File: config.mk
export PLATFORM = sky130hd
export DESIGN_NAME = refclk_obuf_enable_seq
export DESIGN_NICKNAME = d
export VERILOG_FILES = /design/src/rtl/refclk_seq_pkg.sv /design/src/rtl/refclk_seq_timer.sv /design/src/rtl/refclk_obuf_enable_seq.sv
export SDC_FILE = /design/constraint.sdc
export NUM_CORES = 1
export LEC_CHECK = 0
export CAP_MARGIN = 10
export CORE_MARGIN = 2
export CORE_UTILIZATION = 40
export CTS_BUF_LIST = sky130_fd_sc_hd__clkbuf_4
export CTS_CLUSTER_DIAMETER = 100
export DETAILED_ROUTE_END_ITERATION = 10
export GPL_TIMING_DRIVEN = 1
export PLACE_DENSITY = 0.67
export REMOVE_ABC_BUFFERS = 1
export SYNTH_ARGS = -nofsm -noshare
export SYNTH_HDL_FRONTEND = slang
export SYNTH_SLANG_ARGS = --single-unit
export TNS_END_PERCENT = 5
File: constraint.sdc
create_clock -name clk -period 2.2 [get_ports clk]
set_input_delay 0.22 -clock clk [delete_from_list [all_inputs] [get_ports clk]]
set_output_delay 0.22 -clock clk [all_outputs]
set_load 0.02 [all_outputs]
File: src/rtl/refclk_seq_pkg.sv
// Shared state codes and counter sizing for the reference-clock output-buffer enable sequencer.
package refclk_seq_pkg;

  localparam logic [2:0] ST_OFF       = 3'd0;
  localparam logic [2:0] ST_WAIT_LOCK = 3'd1;
  localparam logic [2:0] ST_SETTLE    = 3'd2;
  localparam logic [2:0] ST_ON        = 3'd3;
  localparam logic [2:0] ST_HOLDOFF   = 3'd4;

  // Wide enough to hold the largest of the three terminal counts.
  function automatic int cnt_width(input int a, input int b, input int c);
    int m;
    m = a;
    if (b > m) m = b;
    if (c > m) m = c;
    return $clog2(m + 1);
  endfunction

endpackage

File: src/rtl/refclk_seq_timer.sv
// Clear/increment counter with a terminal-count compare; saturates instead of wrapping.
module refclk_seq_timer #(
  parameter int W = 4
) (
  input  logic         clk,
  input  logic         reset,
  input  logic         clear,
  input  logic         inc,
  input  logic [W-1:0] term,
  output logic         at_term
);

  logic [W-1:0] cnt;

  always_ff @(posedge clk) begin
    if (reset || clear) begin
      cnt <= '0;
    end else if (inc && (cnt != {W{1'b1}})) begin
      cnt <= cnt + 1'b1;
    end
  end

  assign at_term = (cnt == term);

endmodule

File: src/rtl/refclk_obuf_enable_seq.sv
// Sequences the active-low CEB of a GT reference-clock output buffer from lock status and a
// software enable. One shared timer serves as lock filter, settle timer and holdoff timer.
module refclk_obuf_enable_seq
  import refclk_seq_pkg::*;
#(
  parameter int LOCK_FILTER    = 4,
  parameter int SETTLE_CYCLES  = 1024,
  parameter int HOLDOFF_CYCLES = 16
) (
  input  logic       clk,
  input  logic       reset,
  input  logic       en_req,
  input  logic       lock_in,
  output logic       ceb_out,
  output logic       active,
  output logic       lock_lost,
  output logic [2:0] state_o
);

  localparam int W = cnt_width(LOCK_FILTER, SETTLE_CYCLES, HOLDOFF_CYCLES);

  if (LOCK_FILTER < 1) begin : g_bad_lock_filter
    $error("LOCK_FILTER must be >= 1");
  end
  if (SETTLE_CYCLES < 1) begin : g_bad_settle
    $error("SETTLE_CYCLES must be >= 1");
  end
  if (HOLDOFF_CYCLES < 1) begin : g_bad_holdoff
    $error("HOLDOFF_CYCLES must be >= 1");
  end

  logic [2:0]   state;
  logic [2:0]   next_state;
  logic         tmr_clear;
  logic         tmr_inc;
  logic         tmr_at_term;
  logic [W-1:0] tmr_term;
  logic         ceb_d;
  logic         active_d;
  logic         lock_lost_d;

  // Terminal is one below the target: the transition happens on the edge that would reach it.
  always_comb begin
    tmr_term = '0;
    case (state)
      ST_WAIT_LOCK: tmr_term = W'(LOCK_FILTER - 1);
      ST_SETTLE:    tmr_term = W'(SETTLE_CYCLES - 1);
      ST_HOLDOFF:   tmr_term = W'(HOLDOFF_CYCLES - 1);
      default:      tmr_term = '0;
    endcase
  end

  refclk_seq_timer #(
    .W(W)
  ) u_timer (
    .clk     (clk),
    .reset   (reset),
    .clear   (tmr_clear),
    .inc     (tmr_inc),
    .term    (tmr_term),
    .at_term (tmr_at_term)
  );

  always_ff @(posedge clk) begin
    if (reset) begin
      state <= ST_OFF;
    end else begin
      state <= next_state;
    end
  end

  always_comb begin
    next_state = state;
    tmr_clear  = 1'b0;
    tmr_inc    = 1'b0;
    case (state)
      ST_OFF: begin
        tmr_clear = 1'b1;
        if (en_req) next_state = ST_WAIT_LOCK;
      end
      ST_WAIT_LOCK: begin
        if (!en_req) begin
          next_state = ST_OFF;
          tmr_clear  = 1'b1;
        end else if (!lock_in) begin
          tmr_clear = 1'b1;
        end else if (tmr_at_term) begin
          next_state = ST_SETTLE;
          tmr_clear  = 1'b1;
        end else begin
          tmr_inc = 1'b1;
        end
      end
      ST_SETTLE: begin
        if (!en_req) begin
          next_state = ST_OFF;
          tmr_clear  = 1'b1;
        end else if (!lock_in) begin
          next_state = ST_WAIT_LOCK;
          tmr_clear  = 1'b1;
        end else if (tmr_at_term) begin
          next_state = ST_ON;
          tmr_clear  = 1'b1;
        end else begin
          tmr_inc = 1'b1;
        end
      end
      ST_ON: begin
        tmr_clear = 1'b1;
        if (!en_req || !lock_in) next_state = ST_HOLDOFF;
      end
      ST_HOLDOFF: begin
        // en_req is only looked at when the holdoff expires, so toggling cannot shorten it.
        if (tmr_at_term) begin
          next_state = en_req ? ST_WAIT_LOCK : ST_OFF;
          tmr_clear  = 1'b1;
        end else begin
          tmr_inc = 1'b1;
        end
      end
      default: begin
        next_state = ST_HOLDOFF;
        tmr_clear  = 1'b1;
      end
    endcase
  end

  always_comb begin
    ceb_d       = (next_state != ST_ON);
    active_d    = (next_state == ST_ON);
    lock_lost_d = (state == ST_ON) && !lock_in;
  end

  always_ff @(posedge clk) begin
    if (reset) begin
      ceb_out   <= 1'b1;
      active    <= 1'b0;
      lock_lost <= 1'b0;
    end else begin
      ceb_out   <= ceb_d;
      active    <= active_d;
      lock_lost <= lock_lost_d;
    end
  end

  assign state_o = state;

endmodule

### Word level (Yosys, flattened, before mapping)

Cells that the tools add are included.

| operators by class | value |
|---|---|
| add/subtract/negate cells | 1 |
| equal/unequal tests | 8 |
| muxes and demuxes | 20 |
| reduce and logical (&&, ||, !) cells | 8 |

Operators by type and width:

| operator | number |
|---|---|
| case mux 10 bit (3 select lines) | 1 |
| 2-to-1 mux 3 bit | 9 |
| case mux 3 bit (5 select lines) | 1 |
| adder 11 x 1 -> 11 bit (second input constant) | 1 |
| equality test 11 x 10 -> 1 bit | 1 |
| != test 11 bit (second input constant) | 1 |
| equality test 3 x 2 -> 1 bit (second input constant) | 3 |
| 2-to-1 mux 1 bit | 7 |
| case mux 1 bit (2 select lines) | 2 |
| equality test 3 x 1 -> 1 bit (second input constant) | 1 |
| equality test 3 bit (second input constant) | 1 |
| zero test 3 bit | 1 |
| != test 3 x 2 -> 1 bit (second input constant) | 1 |
| logical AND 1 bit | 2 |
| zero test 1 bit | 2 |
| logical OR 1 bit | 2 |
| OR reduction 2 bit | 1 |

| word-level totals | value |
|---|---|
| register bits after elaboration | 17 |
| bits of input ports | 4 |

### Longest topological paths before layout

| depth | value |
|---|---|
| depth after elaboration | 8 |
| gate-level depth with buffers | 6 |
| gate-level depth less buffers | 6 |

### Modules after synthesis

A second synthesis with hierarchy kept.

| second synthesis, totals | value |
|---|---|
| cell total of the unflattened synthesis | 118 |
| area total of the unflattened synthesis | 1,038.5 um^2 |

By module, submodules not included:

| module | times used | cells an instance | area each (um^2) | seq. area each (um^2) |
|---|---|---|---|---|
| refclk_seq_timer | 1 | 79 | 691.9 | 220.2 |
| refclk_obuf_enable_seq | 1 | 39 | 346.6 | 120.1 |

### Least setup slack after synthesis

Ideal clock, no wire load.

| path | value |
|---|---|
| path type | register to register |
| start | register state[1], in the netlist state_o[1] |
| end | register active |
| library setup time | 0.115 ns |
| arrival | 1.868 ns |
| path slack | 0.216 ns |
| cell stages (with the launch flop) | 7 |
| buffers on the path | 1 |
| period minus slack after synthesis | 1.984 ns |
| cell sequence | dfxtp_1 buf_2 a21oi_1 o32ai_1 a21oi_1 or4_4 and3_1 |

| on the way | value |
|---|---|
| word-level cells in the longest chain between the ends | 8 |
| elaborated cells on any way between the ends | 18 |
| classes of those cells | eq/ne (6); mux (11); reduce/logical (1) |

Ends and longest elaborated chain:

| item | RTL line | source |
|---|---|---|
| from (decl) | refclk_obuf_enable_seq.sv:32 | `logic [2:0] state;` |
| from (signal assigned) | refclk_obuf_enable_seq.sv:68 | `state <= next_state;` |
| equality test 3 bit, or another cell as far along | refclk_obuf_enable_seq.sv:45, refclk_obuf_enable_seq.sv:76 |  |
| case mux 10 bit (3 select lines) | refclk_obuf_enable_seq.sv:45 | `case (state)` |
| equality test 11 x 10 -> 1 bit | refclk_seq_timer.sv:23 | `assign at_term = (cnt == term);` |
| 2-to-1 mux 3 bit, on equally long branches | refclk_obuf_enable_seq.sv:101, refclk_obuf_enable_seq.sv:87 |  |
| 2-to-1 mux 3 bit, on equally long branches | refclk_obuf_enable_seq.sv:98, refclk_obuf_enable_seq.sv:85 |  |
| 2-to-1 mux 3 bit, on equally long branches | refclk_obuf_enable_seq.sv:95, refclk_obuf_enable_seq.sv:82 |  |
| case mux 3 bit (5 select lines) * | refclk_obuf_enable_seq.sv:76 | `case (state)` |
| equality test 3 x 2 -> 1 bit * | refclk_obuf_enable_seq.sv:130 | `active_d = (next_state == ST_ON);` |
| to (signal assigned) | refclk_obuf_enable_seq.sv:141 | `active <= active_d;` |
| to (decl) | refclk_obuf_enable_seq.sv:15 | `output logic active,` |

Every way passes the cells marked *; elsewhere a longest branch is shown, timed or not.
A chain may end at the register's enable or synchronous reset.

### Final worst setup path

Ends and elaborated chain as after synthesis.

==> results.py <==
metrics = {
    "final_layout": {
        "num_antenna_cells": 0,
        "layout_commonest_cell": "dfxtp_1",
        "area_growth_pct": 19.40,
        "fin_nets": 132,
        "post-route-util": 0.5104,
        "final_cell_mix": "dfxtp_1 (17), nor2_1 (13), clkdlybuf4s50_1 (9), a21oi_1 (8), nand2_1 (7)",
        "layout-drive-gt1-share": 0.1667,
    },
    "clocking": {
        "cts_resized": 0,
        "clk_pin_slew_ns": 0.11,
        "post_cts_buffers": 0,
        "clock_latency_ns": 0.29,
        "cts_tree": "done",
        "clockBufferDepth": 2,
        "cts_hold_buf": 0,
        "h-tree-depth": 1,
        "root_buffer": "clkbuf_4",
        "numCtsBuffers": 3,
        "cts.sinks": 17,
    },
    "run": {
        "max_cap_violations": 0,
    },
    "floorplan": {
        "core_um2": 2233,
        "start_util": 0.4275,
        "dieHeight_um": 52.86,
        "io_pins": 10,
        "std_cell_rows": 17,
        "die_x_um": 52.86,
        "dieArea_um2": 2794,
    },
    "route": {
        "ant_nets": 0,
        "vias": 851,
        "routedWlPerCell_um": 13.46,
        "dr.first_iter.drc_count": 11,
        "wirelength_um": 2073,
        "drtPass1Iterations": 4,
        "drc": 0,
        "viasPerCell": 5.526,
    },
    "worst_hold_path": {
        "hold_class": "register to register",
    },
    "setup_path": {
        "cp-start-kind": "register",
        "path_buf_inv": 0,
        "crit_top_cell": "a21oi_1",
        "crit_path_top_delay_cell": "dfxtp_1",
        "worstSetupPathType": "register to register",
        "critical_path.max_fanout": 13,
        "critPathMaxStageDelay_ns": 0.63,
        "arrival_ns": 2.28,
        "cp_top_family": "simple AND/OR/NAND/NOR gates",
        "worstPathRequired_ns": 2.39,
        "cp_cell_sequence": "a21oi_1 -> o32ai_1 -> a21oi_1 -> or4_4 -> and3_1",
        "worst_setup_path_end_kind": "register",
    },
    "logic_synthesis": {
        "syn_area_per_cell_um2": 8.679,
        "syn-cell-area_um2": 954.7,
        "netlist-cell-type-count": 41,
        "yosysWarnings": 0,
        "seq_area_frac_synth": 0.3565,
        "syn_inst": 110,
        "synth_area_leaders": "dfxtp_1 (36%), nor2_1 (5.1%), a21oi_1 (4.2%)",
        "yosys.area.top_type_share": 0.3565,
        "yosysTopAreaCell": "dfxtp_1",
        "ys_ff_latch": 17,
    },
    "global_routing": {
        "grt.overflow.total": 0,
        "antenna_found_initial": 0,
        "grt_start_max_net_pins": 14,
        "grt_pass1_wl_um": 3636,
        "grt_usage": 0.1744,
        "grt_pass1_vias": 755,
    },
    "sta": {
        "rsz0062_at_grt": "false",
        "max_freq_ghz": 0.4784,
        "finalHoldViolCount": 0,
        "fin_worst_skew_ns": 0.006001,
        "slew_violations": 0,
        "min_period_ns": 2.090,
        "tns_ns": 0,
        "tightest_slew_ns": 0.5388,
        "setup_viol": 0,
        "fin_crit_sh": 0.9502,
        "max_slew_margin": 0.6378,
    },
    "power": {
        "cellLeakagePower_uw": 0.0003881,
        "powerDensity_nw_per_um2": 473.8,
        "irDropWorstVdd_uv": 322.6,
        "total_power_uw": 540.1,
    },
    "placed_design": {
        "portBuffers": 9,
        "globalplace.congestion": 0.8797,
        "hpwl_um": 1595,
    },
    "run_status": {
        "status": "finished clean",
    },
}
-- kinds of logic after synthesis --
family | count (synthesis) | share of synthesized area
buf+inv | 7 | 0.03145
mux | 2 | 0.02490
xor+xnor | 7 | 0.06422
flops | 17 | 0.3565
fa+ha+maj | 1 | 0.01310
compound gates | 22 | 0.1757
simple gates | 54 | 0.3342
-- cells in the mapped netlist --
cell type and instances:
a211o_1 1, mux2i_2 1, nor4_1 3, nor3b_1 1
o32ai_1 1, a31oi_1 1, o311ai_4 1, nand3b_1 1
mux2i_1 1, or2_2 3, o21ba_2 1, a41oi_1 1
o2111ai_1 2, dfxtp_1 17, and3_1 2, and4_2 1
a22oi_1 1, nand2b_1 2, nor2_1 13, nand4b_1 2
o211ai_1 1, o31ai_1 1, or4_1 1, ha_1 1
or4_4 2, nand2_1 7, a21oi_1 8, or3_1 2
nand3_1 3, inv_1 4, o21ai_0 2, xor2_1 4
xnor2_1 3, nor4b_1 1, nor3_1 5, buf_2 3
nand4_1 2, nor4_2 1, o41ai_1 1, nor3_4 1
nor2b_1 1
-- worst min-delay path: stages, from the launching register on --
cell,delay [ns]
dfxtp_1,0.36
o21ai_0,0.08
a21oi_1,0.06
-- final cells by class --
cell class	instances	area (um2)
multi-input combinational	86	584.3
timing repair buffer	15	135.1
inverter	4	15.01
fill	240	1094
tap	28	35.03
clock buffer	4	30.03
sequential	17	340.3
-- flip-flops by register name (all words and copies together), names as in the netlist --
name,count
lock_lost,1
state_o,3
active,1
ceb_out,1
u_timer.cnt,11
-- worst paths after layout --
check             slack [ns]           start  cells past startpoint              to
setup / recovery        0.11      state_o[1]                      5          active
hold / removal          0.53  u_timer.cnt[7]                      2  u_timer.cnt[7]
setup reg to reg        0.11      state_o[1]                      5          active
hold reg to reg         0.53  u_timer.cnt[7]                      2  u_timer.cnt[7]
-- where the power goes --
part,internal (uW),total (uW),switching (uW)
Sequential,309,312,2.59
Combinational,21.3,44.9,23.6
Clock,82.6,183,101
-- metrics by stage --
step	setup WS (ns)	hold WS [ns]	instances	area, um2
CTS	0.1075	0.5416	154	1140
detailed placement	0.1276	0.5237	150	1110
floorplan	0.2172	0.2967	107	939.7
finish	0.1096	0.5349	154	1140
global placement	0.1538	0.5299	150	1110
global route	0.01992	0.5735	154	1140
-- metal layers --
layer / track usage / share of wire / wire length (um)
met1: 0.2569 / 0.52 / 1068
met4: 0.02564 / 0 / 0
met2: 0.2667 / 0.46 / 956
met3: 0.03390 / 0.023 / 48
met5: 0 / 0 / 0
Power figures use the tool's default switching activity.
